==> config.mk <==
export PLATFORM = sky130hd
export DESIGN_NAME = multicycle_ctrl
export DESIGN_NICKNAME = d
export VERILOG_FILES = /design/src/rtl/multicycle_ctrl.sv
export SDC_FILE = /design/constraint.sdc
export NUM_CORES = 1
export LEC_CHECK = 0
export BUFFER_PORTS_ARGS = -buffer_cell sky130_fd_sc_hd__buf_2
export CELL_PAD_IN_SITES_DETAIL_PLACEMENT = 1
export CELL_PAD_IN_SITES_GLOBAL_PLACEMENT = 1
export CORE_MARGIN = 8
export CORE_UTILIZATION = 28
export DETAILED_ROUTE_END_ITERATION = 8
export GPL_TIMING_DRIVEN = 0
export PLACE_DENSITY_LB_ADDON = 0.05
export SYNTH_ARGS = -nofsm -noshare
export SYNTH_HDL_FRONTEND = slang
export SYNTH_SLANG_ARGS = --single-unit
==> constraint.sdc <==
create_clock -name clk -period 2.8 [get_ports clk]
set_clock_uncertainty 0.05 [all_clocks]
set_input_delay 0.14 -clock clk [delete_from_list [all_inputs] [get_ports clk]]
set_output_delay 0.14 -clock clk [all_outputs]
set_load 0.03 [all_outputs]
==> src/rtl/multicycle_ctrl.sv <==
// ============================================================================
// multicycle_ctrl : FETCH/DECODE/EXEC/WB sequencer for addi and bne, with traps
// on illegal opcode / fetch timeout. Macro PERF_COUNTERS_EN adds counters. Rev 1.0
// ============================================================================
`default_nettype none

module multicycle_ctrl #(
    parameter int TIMEOUT   = 16,
    parameter int CNT_WIDTH = 32
) (
    input  logic                 clk,
    input  logic                 rst,
    input  logic                 run,
    input  logic [6:0]           instr_opcode,
    input  logic                 EQ,
    input  logic                 imem_ack,
    output logic                 imem_req,
    output logic                 ir_load,
    output logic                 pc_en,
    output logic                 PCsrc,
    output logic                 RegWrite,
    output logic                 ALUsrc,
    output logic [2:0]           ALUctrl,
    output logic                 ImmSrc,
    output logic                 halted,
    output logic [1:0]           trap_cause,
    output logic [CNT_WIDTH-1:0] cycle_cnt,
    output logic [CNT_WIDTH-1:0] instret_cnt
);

    localparam int          TO_W          = $clog2(TIMEOUT);
    localparam logic [TO_W-1:0] c_TO_LAST = TO_W'(TIMEOUT - 1);
    localparam logic [6:0]  c_OP_ADDI     = 7'b0010011;
    localparam logic [6:0]  c_OP_BNE      = 7'b1100011;
    localparam logic [1:0]  c_CAUSE_NONE  = 2'b00;
    localparam logic [1:0]  c_CAUSE_ILL   = 2'b01;
    localparam logic [1:0]  c_CAUSE_TO    = 2'b10;
    localparam logic [2:0]  c_ALU_ADD     = 3'b000;
    localparam logic [2:0]  c_ALU_SUB     = 3'b001;

    typedef enum logic [2:0] {
        FETCH  = 3'd0,
        DECODE = 3'd1,
        EXEC_I = 3'd2,
        WB     = 3'd3,
        EXEC_B = 3'd4,
        TRAP   = 3'd5
    } state_t;

    state_t          r_state, w_state_nxt;
    logic            r_req,   w_req_nxt;
    logic [TO_W-1:0] r_to,    w_to_nxt;
    logic [1:0]      r_cause, w_cause_nxt;

    always_ff @(posedge clk) begin
        if (!rst) begin
            r_state <= FETCH;
            r_req   <= 1'b0;
            r_to    <= '0;
            r_cause <= c_CAUSE_NONE;
        end else begin
            r_state <= w_state_nxt;
            r_req   <= w_req_nxt;
            r_to    <= w_to_nxt;
            r_cause <= w_cause_nxt;
        end
    end

    // The request flag is the only FETCH sub-state: once raised it ignores run.
    always_comb begin
        w_state_nxt = r_state;
        w_req_nxt   = r_req;
        w_to_nxt    = r_to;
        w_cause_nxt = r_cause;
        case (r_state)
            FETCH: begin
                if (r_req) begin
                    if (imem_ack) begin
                        w_req_nxt   = 1'b0;
                        w_to_nxt    = '0;
                        w_state_nxt = DECODE;
                    end else if (r_to == c_TO_LAST) begin
                        w_req_nxt   = 1'b0;
                        w_to_nxt    = '0;
                        w_cause_nxt = c_CAUSE_TO;
                        w_state_nxt = TRAP;
                    end else begin
                        w_to_nxt = r_to + TO_W'(1);
                    end
                end else if (run) begin
                    w_req_nxt = 1'b1;
                end
            end
            DECODE: begin
                if (instr_opcode == c_OP_ADDI) begin
                    w_state_nxt = EXEC_I;
                end else if (instr_opcode == c_OP_BNE) begin
                    w_state_nxt = EXEC_B;
                end else begin
                    w_cause_nxt = c_CAUSE_ILL;
                    w_state_nxt = TRAP;
                end
            end
            EXEC_I:  w_state_nxt = WB;
            WB:      w_state_nxt = FETCH;
            EXEC_B:  w_state_nxt = FETCH;
            TRAP:    w_state_nxt = TRAP;
            default: w_state_nxt = FETCH;
        endcase
    end

    always_comb begin
        imem_req   = 1'b0;
        ir_load    = 1'b0;
        pc_en      = 1'b0;
        PCsrc      = 1'b0;
        RegWrite   = 1'b0;
        ALUsrc     = 1'b0;
        ALUctrl    = c_ALU_ADD;
        ImmSrc     = 1'b0;
        halted     = 1'b0;
        trap_cause = r_cause;
        case (r_state)
            FETCH: begin
                imem_req = r_req;
                ir_load  = r_req & imem_ack;
            end
            EXEC_I: begin
                ALUsrc = 1'b1;
            end
            WB: begin
                ALUsrc   = 1'b1;
                RegWrite = 1'b1;
                pc_en    = 1'b1;
            end
            EXEC_B: begin
                ALUctrl = c_ALU_SUB;
                ImmSrc  = 1'b1;
                pc_en   = 1'b1;
                PCsrc   = ~EQ;
            end
            TRAP: begin
                halted = 1'b1;
            end
            default: begin
                halted = 1'b0;
            end
        endcase
    end

`ifdef PERF_COUNTERS_EN
    logic [CNT_WIDTH-1:0] r_cycle_cnt;
    logic [CNT_WIDTH-1:0] r_instret_cnt;
    logic                 w_retire;

    assign w_retire = (r_state == WB) || (r_state == EXEC_B);

    always_ff @(posedge clk) begin
        if (!rst) begin
            r_cycle_cnt   <= '0;
            r_instret_cnt <= '0;
        end else begin
            if (r_state != TRAP) begin
                r_cycle_cnt <= r_cycle_cnt + CNT_WIDTH'(1);
            end
            if (w_retire) begin
                r_instret_cnt <= r_instret_cnt + CNT_WIDTH'(1);
            end
        end
    end

    assign cycle_cnt   = r_cycle_cnt;
    assign instret_cnt = r_instret_cnt;
`else
    assign cycle_cnt   = '0;
    assign instret_cnt = '0;
`endif

endmodule

`default_nettype wire

==> metrics.yaml, run 1 <==
outcome:
  outcome: "finished, final reports clean"
pwr:
  p_total_uw: 629.5
  power_density_mw_per_mm2: 393.0
  irDropWorstVdd_mv: 0.1251
  power_leakage_nw: 0.9541
clock_network:
  cts_made_buffers: 3
  hold_buffers: 0
  ctsResizeCount: 0
  htreeDepth: 1
  cts_tree: "built"
  numClockSinks: 10
  cts_setup_buffers: 0
  clockBufferDepth: 2
  path_clk_slew_ns: 0.05
  root_buffer: "clkbuf_8"
  insertion_delay_ns: 0.24
sta:
  fmax_mhz: 543.3
  setup_tns_ns: 0
  period_minus_slack_ns: 1.840
  min_period_over_period_pct: 65.73
  rsz0062_at_grt: "no"
  finalHoldViolCount: 0
  setup_viol: 0
  hold_ws_ns: 0.1638
  drv_slew: 0
layout:
  area_delta_synth_final_pct: 41.12
  utilization_pct: 40.62
  nFillCells: 524
  nets: 251
  insertedDiodeCount: 0
  fin_area_sq_mm: 0.001602
  final_layout_size_suffix_gt1_share_pct: 42.19
drt:
  wl_per_cell_um: 10.50
  drt.antenna.violating_nets: 0
  totalWireLength_um: 3014
  drt-initial-drc-count: 24
  avgViaCountPerCell: 3.676
  firstDrtPassIters: 4
  vias: 1055
  drc: 0
setup_path:
  required_ns: 2.61
  slowest_delay_ns: 0.59
  cp_max_fo: 10
  cp-start-kind: "flop"
  slowest_stage: "or4b_4"
  critPathArrivalTime_ns: 1.65
  end_kind: "primary output"
  path_cells: "buf_6 -> or4b_4 -> clkinv_4 -> and2_1 -> buf_2"
  worstSetupPathType: "reg2out"
floorplan:
  core-area_sq_mm: 0.003943
  start_util_pct: 28.78
  rows: 23
  die_area_sq_mm: 0.006347
  die_x_um: 79.67
  ios: 89
  fp.dieH_um: 79.67
synthesis:
  synth_cells: 147
  syn-cell-area_sq_mm: 0.001135
  synth.distinct_cells: 37
  syn_area_per_cell_sq_um: 7.720
  ys_ff_latch: 10
  seq_area_frac_synth_pct: 17.64
  yosys_warnings: 0
grt:
  grtUsageTotal_pct: 9.177
  grt_max_degree: 11
  gr-total-overflow: 0
  grt_pass1_vias: 1125
  grt_pass1_wl_um: 4843
  antenna_found_initial: 0
placed_design:
  portBuffers: 21
  gp_congestion: 0.7139
  hpwl_um: 2718
  dpl_cell_area_sq_mm: 0.001546
hold_path:
  hp-class: "in2reg"
job:
  drv_cap: 0
worst max-delay path: cells and delay by family (launching register included):
family        cells  cell delay, ns
buf+inv           3            0.41
simple gates      2            0.70
flops             1            0.30
cell usage after synthesis:
cell type | number | area share [%]
o21a_1 | 1 | 0.66
nand2b_1 | 1 | 0.55
and3b_1 | 1 | 0.77
inv_1 | 3 | 0.99
a31oi_1 | 2 | 1.1
nand4_1 | 1 | 0.55
or4b_4 | 1 | 1.2
a311oi_1 | 2 | 1.5
nor3_2 | 1 | 0.88
a211oi_1 | 2 | 1.3
and4b_1 | 1 | 0.88
nand2_2 | 1 | 0.55
o21ai_1 | 2 | 0.88
o21ai_0 | 2 | 0.88
a31o_2 | 1 | 0.77
a21boi_1 | 1 | 0.66
nor3b_1 | 3 | 2.0
conb_1 | 1 | 0.33
nor2b_1 | 3 | 1.7
mux2i_1 | 1 | 0.88
and2_1 | 3 | 1.7
ha_1 | 1 | 1.1
a21oi_1 | 3 | 1.3
buf_6 | 1 | 0.99
nand2_1 | 9 | 3.0
nand3b_1 | 2 | 1.3
clkbuf_1 | 1 | 0.33
buf_2 | 2 | 0.88
nor3_1 | 4 | 1.8
and4bb_1 | 1 | 1.1
nor2_1 | 5 | 1.7
nand3_1 | 4 | 1.8
clkinv_4 | 1 | 0.77
or3_1 | 1 | 0.55
buf_4 | 67 | 44
dfxtp_1 | 10 | 18
a32oi_1 | 1 | 0.77
area by class of cell:
| type | instances | area [sq um] | area share [%] |
|---|---|---|---|
| Inverter | 4 | 20.02 | 1.250 |
| Buffer | 71 | 528.0 | 32.97 |
| Sequential cell | 10 | 200.2 | 12.50 |
| Timing Repair Buffer | 21 | 105.1 | 6.562 |
| Multi-Input combinational cell | 127 | 630.6 | 39.37 |
| Clock buffer | 4 | 55.05 | 3.437 |
| Tap cell | 50 | 62.56 | 3.906 |
registers in the layout (all words and copies together) (netlist names):
register,count
r_req,1
r_to,4
r_state,3
trap_cause,2
where the power goes:
part           leakage (nW)  internal (mW)  switching, mW  total [mW]
sequential           0.0812          0.150        0.00538       0.156
combinational         0.844         0.0985          0.190       0.288
clock                0.0288          0.124         0.0615       0.185
total                 0.954          0.373          0.257       0.629
worst paths after layout:
path	slack, ns	to	cells past startpoint	from
worst max-delay path	0.96	ir_load	5	r_state[2]
worst max register to register	1.17	trap_cause[1]	5	r_to[0]
worst min-delay path	0.16	r_req	3	run
worst min register to register	0.41	trap_cause[0]	2	trap_cause[0]
per-stage QoR:
stage / instances / setup WS, ns
2_1_floorplan: 212 / 0.8717
3_3_place_gp: 283 / 1.211
3_5_place_dp: 283 / 1.201
4_1_cts: 287 / 0.9423
5_1_grt: 287 / 0.8813
6_report: 287 / 0.9596
logic make-up (layout without fill, tap and decap cells):
kind of cell / after synthesis / count (layout) / synth area share, %
multiplexers: 1 / 1 / 0.8821
flip-flops: 10 / 10 / 17.64
adder cells (fa/ha/maj): 1 / 1 / 1.102
buffers and inverters: 75 / 100 / 48.29
AO/OA/AOI/OAI: 17 / 17 / 9.923
other: 1 / 66 / 0.3304
AND/OR/NAND/NOR: 42 / 42 / 21.83
placed cells by master, fill, tap and decap left out, types with 2 or more instances in the layout:
cell type,instances
nand2_1,9
nor2_1,5
o21ai_0,2
buf_2,23
dfxtp_1,10
nand3b_1,2
nand3_1,4
nor2b_1,3
a31oi_1,2
a311oi_1,2
inv_1,3
nor3_1,4
nor3b_1,3
a21oi_1,3
clkbuf_8,4
o21ai_1,2
buf_4,67
conb_1,66
a211oi_1,2
and2_1,3
layer usage:
layer / track usage (%) / vias up / share of wire [%]
li1: - / 536 / -
met1: 7.468 / 476 / 32
met2: 18.74 / 39 / 56
met3: 5.068 / 4 / 11
met4: 1.111 / 0 / 0.46
met5: 0 / - / 0
Note: power is estimated with default switching activity, not from simulation.
==> inputs of run 2 (changes only) <==
--- a/config.mk
+++ b/config.mk
@@ -9,7 +9,7 @@
 export CELL_PAD_IN_SITES_DETAIL_PLACEMENT = 1
 export CELL_PAD_IN_SITES_GLOBAL_PLACEMENT = 1
 export CORE_MARGIN = 8
-export CORE_UTILIZATION = 28
+export CORE_UTILIZATION = 23
 export DETAILED_ROUTE_END_ITERATION = 8
 export GPL_TIMING_DRIVEN = 0
 export PLACE_DENSITY_LB_ADDON = 0.05
==> constraint.sdc (replaced) <==
create_clock -name clk -period 1.6 [get_ports clk]
set_clock_uncertainty 0.05 [all_clocks]
set_input_delay 0.08 -clock clk [delete_from_list [all_inputs] [get_ports clk]]
set_output_delay 0.08 -clock clk [all_outputs]
set_load 0.03 [all_outputs]
==> run 2 against run 1 <==
  * Final cell count rose by 7.0%
  * Die area increased by 17%
  * Register-to-register slack lost 1.2 ns
  * Critical path depth fell by 1
  * Global-route usage fell by 1.2 points
  * Sequential power rose by 76%
  * Combinational power grew 85%
  * Core utilization decreased by 4.9 points
  * Critical path type unchanged
  * Largest power group unchanged
==> metrics.yaml, run 2 (synthesized netlist as in run 1, its figures left out) <==
outcome:
  outcome: "finished, final reports clean"
hold_path:
  hold_end: "r_req"
  hold_start: "run"
  hp-class: "in2reg"
  worstHoldPathCells: 3
layout:
  largest_register_ffs: 4
  nets: 254
  insertedDiodeCount: 0
  final_common_cell: "buf_4"
  largest-register: "r_to"
  multi_input_comb_area_sq_um: 670.6
  fin_area_sq_mm: 0.001700
  regArea_sq_um: 201.4
  nFillCells: 632
  area_delta_synth_final_pct: 49.83
  layout_common_cells: "buf_4, conb_1, buf_2"
  final_layout_size_suffix_gt1_share_pct: 47.08
drt:
  totalWireLength_um: 3222
  vias: 1056
  drt-initial-drc-count: 16
  drc: 0
  wl_per_cell_um: 10.50
  firstDrtPassIters: 3
  drt.antenna.violating_nets: 0
  avgViaCountPerCell: 3.440
placed_design:
  portBuffers: 21
  hpwl_um: 2786
  dp_slack_ns: -0.009194
  dpl_cell_area_sq_mm: 0.001577
  gp_congestion: 0.7357
floorplan:
  core-area_sq_mm: 0.004755
  start_util_pct: 23.87
  ios: 89
  die_area_sq_mm: 0.007438
  rows: 25
  die_x_um: 86.25
  fp.dieH_um: 86.25
sta:
  min_period_over_period_pct: 99.33
  setup_viol: 0
  period_minus_slack_ns: 1.589
  final.setup.worst_slack_ns: 0.01075
  setup_tns_ns: 0
  hold_ws_ns: 0.1162
  finalHoldViolCount: 0
  rsz0062_at_grt: "yes"
  fmax_mhz: 629.2
  drv_slew: 0
job:
  drv_cap: 0
grt:
  grt_max_degree: 11
  grtUsageTotal_pct: 7.980
  antenna_found_initial: 0
  grt_pass1_vias: 1094
  gr-total-overflow: 0
  grt_pass1_wl_um: 4836
pwr:
  power_leakage_nw: 0.9799
  p_int_uw: 672.0
  swShare_pct: 40.90
  pwr-share-clk_pct: 29.1
  combPwrFrac_pct: 46.9
  p_seq_share_pct: 24.1
  switching_power_uw: 465.1
  irDropWorstVdd_mv: 0.2128
  power_density_mw_per_mm2: 668.7
clock_network:
  cts_made_buffers: 3
  root_buffer: "clkbuf_8"
  hold_buffers: 0
  path_clk_slew_ns: 0.05
  insertion_delay_ns: 0.24
  numClockSinks: 10
  clockBufferDepth: 2
  htreeDepth: 1
  cts_tree: "built"
setup_path:
  required_ns: 1.47
  cp_max_fo: 4
  critPathArrivalTime_ns: 1.46
  slowest_delay_ns: 0.56
  r2r_cells: 5
  cp-start-kind: "flop"
  path_cells: "or4b_4 -> clkinv_4 -> and2_4 -> buf_6"
  rr_startpoint: "r_state[2]"
  end_kind: "primary output"
  reg2reg_slack_ns: 0.02
  worstReg2RegEnd: "r_to[3]"
  slowest_stage: "or4b_4"
  worstSetupPathType: "reg2out"
[run 2: cell types whose count changed in the layout (fill, tap and decap cells not counted), sizes merged]
cell	delta
clkbuf	+1
buf	+2
[run 2: layout make-up]
class	count	area share (%)
buffer	70	30.54
clock buffer	4	3.238
inverter	4	1.177
tap	67	4.930
multi-input combinational	127	39.44
timing repair buffer	25	8.830
sequential	10	11.85
[run 2: critical path: cells and delay by family, from the launching register on]
| family | cells | cell delay (ns) |
|---|---|---|
| buf+inv | 2 | 0.19 |
| flops | 1 | 0.34 |
| simple gates | 2 | 0.69 |
[run 2: routing by layer]
| layer | track usage (%) | vias to the layer above | wire length, um | share of wire (%) |
|---|---|---|---|---|
| met3 | 4.820 | 2 | 375 | 12 |
| met4 | 1.878 | 0 | 11 | 0.34 |
| met2 | 15.12 | 48 | 1689 | 52 |
| met5 | 0 | - | 0 | 0 |
| li1 | - | 540 | - | - |
| met1 | 6.944 | 466 | 1146 | 36 |
[run 2: stage by stage]
stage / util, % / power [mW] / cells
floorplan: - / 0.7204 / 212
finish: 35.76 / 1.137 / 307
CTS: 35.47 / 1.137 / 308
global placement: 33.16 / 0.7670 / 300
detailed placement: 33.16 / 0.7735 / 300
global route: 35.76 / 1.202 / 307
[run 2: worst max path at each step]
stage | cells after the start | from | slack (ns) | endpoint
floorplan | 4 | r_state[2] | 0.06 | ir_load
global placement | 5 | r_to[0] | -0.01 | r_state[0]
detailed placement | 5 | r_to[0] | -0.009 | r_state[0]
CTS | 5 | r_state[2] | -0.06 | ir_load
global route | 4 | r_req | -0.04 | ir_load
finish | 4 | r_state[2] | 0.01 | ir_load
[run 2: power groups by stage]
stage	registers (mW)	clock network [mW]	logic, mW
2_1_floorplan	0.283	0	0.437
3_3_place_gp	0.276	0	0.490
3_5_place_dp	0.277	0	0.496
4_1_cts	0.272	0.346	0.519
5_1_grt	0.275	0.358	0.569
6_report	0.274	0.330	0.533
[run 2: repair_timing]
| action | CTS | global route |
|---|---|---|
| gates resized for setup | 9 | 7 |
| buffers inserted | 4 | 0 |
| endpoints found under the hold margin | 0 | 0 |
| pin swaps | 1 | 2 |
| cloned | 0 | 0 |
| setup endpoints to repair | 8 | 14 |
